`config.mk`:
```
export PLATFORM = sky130hd
export DESIGN_NAME = parity_frame_rx_flat
export DESIGN_NICKNAME = d
export VERILOG_FILES = /design/src/rtl/parity_frame_rx_if.sv /design/src/rtl/parity_frame_rx.sv /design/src/flat_wrapper.sv
export SDC_FILE = /design/constraint.sdc
export NUM_CORES = 1
export LEC_CHECK = 0
export ABC_AREA = 1
export BUFFER_PORTS_ARGS = -buffer_cell sky130_fd_sc_hd__buf_2
export CORE_AREA = 8 8 77 79
export DETAILED_ROUTE_END_ITERATION = 7
export DIE_AREA = 0 0 85 87
export PLACE_DENSITY = 0.45
export SETUP_SLACK_MARGIN = 0.5
export SLEW_MARGIN = 15
export SYNTH_ARGS = -nofsm -noshare
export SYNTH_HDL_FRONTEND = slang
export SYNTH_SLANG_ARGS = --single-unit
```
`constraint.sdc`:
```
create_clock -name clk -period 1.95 [get_ports clk]
set_clock_uncertainty 0.1 [all_clocks]
set_input_delay 0.2925 -clock clk [delete_from_list [all_inputs] [get_ports clk]]
set_output_delay 0.2925 -clock clk [all_outputs]
set_load 0.1 [all_outputs]
```
`src/rtl/parity_frame_rx_if.sv`:
```
`default_nettype none
// ============================================================================
// Module      : parity_frame_rx_if
// Description : Bit-strobe input side and buffered byte output side of the
//               parity frame receiver.
//               master : bit sampler / consumer side (drives strobes, ready,
//                        mode and overrun clear; observes buffer outputs)
//               slave  : receiver side
//               Signals: sin_valid, sin, odd_sel, clr_ovr, out_ready (to rx)
//                        data_out, data_valid, parity_err, frame_err,
//                        overrun, busy (from rx)
// Revision    : 1.0 - initial release
// ============================================================================
interface parity_frame_rx_if #(
    parameter int DATA_W = 8
);
    logic              sin_valid;
    logic              sin;
    logic              odd_sel;
    logic              clr_ovr;
    logic              out_ready;
    logic [DATA_W-1:0] data_out;
    logic              data_valid;
    logic              parity_err;
    logic              frame_err;
    logic              overrun;
    logic              busy;

    modport master (
        output sin_valid, sin, odd_sel, clr_ovr, out_ready,
        input  data_out, data_valid, parity_err, frame_err, overrun, busy
    );

    modport slave (
        input  sin_valid, sin, odd_sel, clr_ovr, out_ready,
        output data_out, data_valid, parity_err, frame_err, overrun, busy
    );
endinterface
`default_nettype wire

```
`src/rtl/parity_frame_rx.sv`:
```
`default_nettype none
// ============================================================================
// Module      : parity_frame_rx
// Description : Serial frame receiver. Walks each frame through start, data,
//               parity and stop phases (one phase step per sin_valid strobe),
//               checks even/odd parity and presents each completed word with
//               parity/framing error flags through a one-entry valid/ready
//               buffer. A frame completing while the buffer is full and not
//               being drained is dropped and sets the sticky overrun flag.
// Ports       : clk   - system clock, rising edge
//               rst_n - asynchronous active-low reset
//               bus   - parity_frame_rx_if.slave (strobe input, byte output)
// Revision    : 1.0 - initial release
// ============================================================================
module parity_frame_rx #(
    parameter int DATA_W = 8
) (
    input  wire                clk,
    input  wire                rst_n,
    parity_frame_rx_if.slave   bus
);

    localparam int c_CNT_W = (DATA_W > 1) ? $clog2(DATA_W) : 1;
    localparam logic [c_CNT_W-1:0] c_CNT_LAST = c_CNT_W'(DATA_W - 1);

    typedef enum logic [1:0] {
        S_IDLE = 2'd0,
        S_DATA = 2'd1,
        S_PAR  = 2'd2,
        S_STOP = 2'd3
    } state_t;

    state_t              r_state;
    state_t              w_state_nxt;
    logic [c_CNT_W-1:0]  r_cnt;
    logic [DATA_W-1:0]   r_shift;
    logic                r_par;
    logic                r_odd;
    logic                r_perr;
    logic [DATA_W-1:0]   r_data;
    logic                r_valid;
    logic                r_perr_out;
    logic                r_ferr_out;
    logic                r_ovr;
    logic                w_done;
    logic                w_load;
    logic                w_drop;

    // ------------------------------------------------------------------
    // State register
    // ------------------------------------------------------------------
    always_ff @(posedge clk or negedge rst_n) begin
        if (!rst_n) begin
            r_state <= S_IDLE;
        end else begin
            r_state <= w_state_nxt;
        end
    end

    // ------------------------------------------------------------------
    // Next state and buffer control
    // ------------------------------------------------------------------
    always_comb begin
        w_state_nxt = r_state;
        w_done      = 1'b0;
        w_load      = 1'b0;
        w_drop      = 1'b0;
        if (bus.sin_valid) begin
            case (r_state)
                S_IDLE: if (!bus.sin) w_state_nxt = S_DATA;
                S_DATA: if (r_cnt == c_CNT_LAST) w_state_nxt = S_PAR;
                S_PAR:  w_state_nxt = S_STOP;
                S_STOP: begin
                    w_state_nxt = S_IDLE;
                    w_done      = 1'b1;
                end
                default: w_state_nxt = S_IDLE;
            endcase
        end
        // A draining buffer can take the new word in the same cycle.
        w_load = w_done & (~r_valid | bus.out_ready);
        w_drop = w_done & r_valid & ~bus.out_ready;
    end

    // ------------------------------------------------------------------
    // Datapath: shift, running parity, output buffer, overrun
    // ------------------------------------------------------------------
    always_ff @(posedge clk or negedge rst_n) begin
        if (!rst_n) begin
            r_cnt      <= '0;
            r_shift    <= '0;
            r_par      <= 1'b0;
            r_odd      <= 1'b0;
            r_perr     <= 1'b0;
            r_data     <= '0;
            r_valid    <= 1'b0;
            r_perr_out <= 1'b0;
            r_ferr_out <= 1'b0;
            r_ovr      <= 1'b0;
        end else begin
            if (bus.sin_valid) begin
                case (r_state)
                    S_IDLE: begin
                        // Parity mode is frozen for the whole frame here.
                        if (!bus.sin) begin
                            r_odd <= bus.odd_sel;
                            r_cnt <= '0;
                            r_par <= 1'b0;
                        end
                    end
                    S_DATA: begin
                        // Shift in at the MSB so the first bit ends at bit 0.
                        r_shift <= {bus.sin, r_shift[DATA_W-1:1]};
                        r_par   <= r_par ^ bus.sin;
                        r_cnt   <= r_cnt + c_CNT_W'(1);
                    end
                    S_PAR: begin
                        r_perr <= r_par ^ bus.sin ^ r_odd;
                    end
                    default: ;
                endcase
            end

            if (w_load) begin
                r_data     <= r_shift;
                r_perr_out <= r_perr;
                r_ferr_out <= ~bus.sin;
                r_valid    <= 1'b1;
            end else if (r_valid && bus.out_ready) begin
                r_valid <= 1'b0;
            end

            // A new overrun beats a coincident clear.
            if (w_drop) begin
                r_ovr <= 1'b1;
            end else if (bus.clr_ovr) begin
                r_ovr <= 1'b0;
            end
        end
    end

    assign bus.data_out   = r_data;
    assign bus.data_valid = r_valid;
    assign bus.parity_err = r_perr_out;
    assign bus.frame_err  = r_ferr_out;
    assign bus.overrun    = r_ovr;
    assign bus.busy       = (r_state != S_IDLE);

endmodule
`default_nettype wire

```
`src/flat_wrapper.sv`:
```
// flat-port wrapper written by rule: the top's interface ports become plain ports
module parity_frame_rx_flat 
#(
    parameter int DATA_W = 8
)
  (clk, rst_n, bus_sin_valid, bus_sin, bus_odd_sel, bus_clr_ovr, bus_out_ready, bus_data_out, bus_data_valid, bus_parity_err, bus_frame_err, bus_overrun, bus_busy);
  parity_frame_rx_if #(.DATA_W(DATA_W)) bus_i ();
  input  wire clk;
  input  wire rst_n;
  input wire logic [$bits(bus_i.sin_valid)-1:0] bus_sin_valid;
  input wire logic [$bits(bus_i.sin)-1:0] bus_sin;
  input wire logic [$bits(bus_i.odd_sel)-1:0] bus_odd_sel;
  input wire logic [$bits(bus_i.clr_ovr)-1:0] bus_clr_ovr;
  input wire logic [$bits(bus_i.out_ready)-1:0] bus_out_ready;
  output wire logic [$bits(bus_i.data_out)-1:0] bus_data_out;
  output wire logic [$bits(bus_i.data_valid)-1:0] bus_data_valid;
  output wire logic [$bits(bus_i.parity_err)-1:0] bus_parity_err;
  output wire logic [$bits(bus_i.frame_err)-1:0] bus_frame_err;
  output wire logic [$bits(bus_i.overrun)-1:0] bus_overrun;
  output wire logic [$bits(bus_i.busy)-1:0] bus_busy;
  assign bus_i.sin_valid = bus_sin_valid;
  assign bus_i.sin = bus_sin;
  assign bus_i.odd_sel = bus_odd_sel;
  assign bus_i.clr_ovr = bus_clr_ovr;
  assign bus_i.out_ready = bus_out_ready;
  assign bus_data_out = bus_i.data_out;
  assign bus_data_valid = bus_i.data_valid;
  assign bus_parity_err = bus_i.parity_err;
  assign bus_frame_err = bus_i.frame_err;
  assign bus_overrun = bus_i.overrun;
  assign bus_busy = bus_i.busy;
  parity_frame_rx #(.DATA_W(DATA_W)) u_core (.clk(clk), .rst_n(rst_n), .bus(bus_i));
endmodule
```
==> results summary <==
The multi-input combinational cells in the finished layout cover a total of 539 sq um. The final antenna-violating net count came out at 0. The net count reported at finish came out at 185. The number of inserted diodes is 0. Row generation in the floorplan step produced 26 rows. The core area came out at 4850 sq um. Measured on the finished design, the core utilization comes to 34.4%. Synthesis inferred 28 register bits.

The detailed router's first-iteration violation count came out at 38. In the post-route analysis, the smallest setup slack over all paths is 367 ps. Yosys attributes the largest share of cell area to sky130_fd_sc_hd__dfrtp_1, sky130_fd_sc_hd__nand2_1, sky130_fd_sc_hd__ha_1, sky130_fd_sc_hd__inv_1, sky130_fd_sc_hd__o21ai_2. Signal routing reaches up to met4.

The number of global-route vias before repair came out at 986. The vertical die dimension is 87 um. The combined flip-flop and latch cell area came out at 704 sq um. The worst setup path is launched from a flip-flop.

The worst path uses 81.2% of the clock period. In this run, CTS created clock tree buffers numbering 3. The number of I/O pins came out at 20. The signal on the critical path passes through inv_2 > ha_4 > clkinvlp_4 > buf_12.

The initial utilization of the core area, before any placement, comes to 26.4%. The final hold violation count came to 0. In this run the most critical hold path is launched from bus_clr_ovr. The reg-to-reg endpoint is u_core.r_state[0]$_DFFE_PN0P_. The total routed wirelength is 2730 um. A synthesized cell averages 9.09 sq um. The final total negative setup slack is 0 ps. The largest fanout of any net on the critical path came out at 2. The number of vias after detailed routing is 978.

The setup violation total in the final timing report came out at 0. The area growth from synthesis to layout came out at 30.0%. The global-route usage over all layers is 7.28%. The peak clock frequency supported by timing is 632 MHz. The average routed wire per standard cell came out at 12.1 um. The flow ran to the end, and the final reports show no timing, DRC or antenna violations.

The count of TritonRoute iterations in the first routing pass came out at 4. The largest net degree at the start of global routing came out at 29. The worst-case clock buffer depth came out at 2. At the end of routability-driven placement, the weighted congestion stood at 0.716. The met3 layer wire length in the routed design is 162 um. The worst pin sits at a relative slew slack of 57.9%. Synthesis instantiated 16 different standard cells from the library.

For this run, design rule violations remaining after detail routing come to 0. The total number of yosys warnings came out at 0. The final number of max-transition violations is 0. The setup path with the least slack is of type flip-flop to output port.

The largest stage delay on the critical path is 410 ps. The final critical-path required period came out at 1580 ps. Global routing finished with a remaining overflow of 0. In the final routing, the length of wire on met1 measures 1230 um. The worst setup path is captured at an output port. The max-capacitance violation count came out at 0. The buffer cell driving the clock tree root is sky130_fd_sc_hd__clkbuf_8. The floorplan step set the die width to 85 um. The routed design uses 1320 um of met2 wire. The number of fillers in the final layout is 487.

The post-route netlist has 32.9% of its cells at a drive strength greater than 1. The initial antenna violation count came to 0. The clock transition time at the flip-flop clock pins of the worst setup and hold paths is 100 ps. The number of cells on the worst reg-to-reg path came out at 6. The worst setup slack for register-to-register paths is 550 ps. The worst-skew pair later-pin latency is 280 ps.

The floorplan die area came out at 7400 sq um. After routing the design area is 1670 sq um. The setup slack after placement came out at 422 ps. For this run, the register share of the synthesized area comes to 54.7%.

The worst register-to-register path begins at u_core.r_state[0]$_DFFE_PN0P_. Broken down by cell family, the worst path's largest delay share belongs to flip-flops. The library cell used most frequently in the layout, excluding fill and tap cells, is sky130_fd_sc_hd__nand2_1.

The half-perimeter wire length after placement came out at 1820 um. Summed over its instances, the top area cell type makes up 54.7% of the synthesized netlist area. Setup repair after global routing could not meet its margin everywhere. The required arrival time at the worst endpoint is 1560 ps. In this run the cell area of the synthesized design comes to 1280 sq um. When the netlist entered floorplanning its net count stood at 155. For the pin with the worst max-slew slack, the measured transition is 631 ps.

In the layout the commonest cells are sky130_fd_sc_hd__nand2_1, sky130_fd_sc_hd__dfrtp_1, sky130_fd_sc_hd__buf_4. TritonCTS built the clock tree. On the critical path, the stage with the largest delay is an instance of sky130_fd_sc_hd__dfrtp_1. In the routed layout, each cell is associated on average with a via count of 4.33. The global-route wire length before repair came out at 4360 um. The worst endpoint data arrival time came out at 1190 ps. The type of the most critical hold path is input pin to flip-flop. The synthesized design spends more area on one cell type than any other, namely sky130_fd_sc_hd__dfrtp_1. Counting instances, the worst hold path has a depth of 2. The cell count after synthesis came out at 141. The capture endpoint of the worst hold path is u_core.bus.overrun$_DFFE_PN0P_. After detailed placement, the total cell area comes to 1440 sq um. The number of levels the H-tree was split into came out at 1.

The number of buffers and inverters on the critical path is 3. Clock tree synthesis found a total of 28 sinks. The count of input and output buffers is 19.
flip-flops by register name, summed over array words and instances (netlist names):
name,flops
u_core.r_odd,1
u_core.bus.overrun,1
u_core.bus.parity_err,1
u_core.bus.data_valid,1
u_core.r_perr,1
u_core.r_shift,8
u_core.r_par,1
u_core.bus.data_out,8
u_core.r_state,2
u_core.bus.frame_err,1
u_core.r_cnt,3
final cells by class:
type,count,share of cell area (%)
clock buffer,3,2.48
tap,56,4.21
sequential,28,42.3
clock inverter,1,1.80
inverter,21,5.11
timing repair buffer,26,11.7
multi-input combinational,91,32.4
worst reg2reg max path, cell delays in order (launching register included):
cell and delay, ps:
sky130_fd_sc_hd__dfrtp_1 410, sky130_fd_sc_hd__buf_4 150, sky130_fd_sc_hd__ha_1 270, sky130_fd_sc_hd__nand2_1 150, sky130_fd_sc_hd__nand2_2 80, sky130_fd_sc_hd__nand2_1 70, sky130_fd_sc_hd__nand2_1 60
synth_stat cells (all sizes together):
master	count
nand2	55
dfrtp	28
inv	21
o21ai	17
ha	7
nand3	6
buf	2
a21oi	1
nand3b	1
nor2	1
o211ai	1
o22ai	1
routing by layer:
metal  up-vias  GRT usage [%]
met5         -              0
met4         0           1.62
met3         2           3.68
met2        18           12.5
met1       463           7.79
li1        495              -
stage by stage:
step	std cells	hold slack, ps
floorplan	141	-103
detailed placement	214	256
global placement	214	248
global route	226	97.3
finish	226	108
CTS	224	102
kinds of logic after synthesis:
logic type,synth area share (%)
buffers and inverters,7.91
AO/OA/AOI/OAI,10.4
flip-flops,54.7
adder cells (fa/ha/maj),6.84
AND/OR/NAND/NOR,20.1
timing repair:
| item | 4_1_cts | 5_1_grt |
|---|---|---|
| buffers inserted | 5 | 1 |
| hold endpoints to repair | 28 | 0 |
| endpoints found under the setup margin | 21 | 21 |
| gates cloned | 0 | 1 |
| pin swaps | 1 | 2 |
| hold buffers | 1 | 0 |
| gates resized for setup | 17 | 13 |
how the worst max path moves through the flow:
stage                                  start                             to  slack [ps]  cells after the start
6_report       u_core.r_state[0]$_DFFE_PN0P_                       bus_busy         370                      4
5_1_grt        u_core.r_state[0]$_DFFE_PN0P_                       bus_busy         300                      4
4_1_cts        u_core.r_state[1]$_DFFE_PN0P_                       bus_busy         370                      4
3_5_place_dp   u_core.r_state[1]$_DFFE_PN0P_  u_core.r_shift[1]$_DFFE_PN0P_         420                      4
3_3_place_gp   u_core.r_state[0]$_DFFE_PN0P_                       bus_busy         460                      4
2_1_floorplan  u_core.r_state[1]$_DFFE_PN0P_       u_core.r_par$_DFFE_PN0P_         320                      7
Power is not shown: default switching activity piles up to over one toggle a cycle in this logic, so the estimate is an artifact.
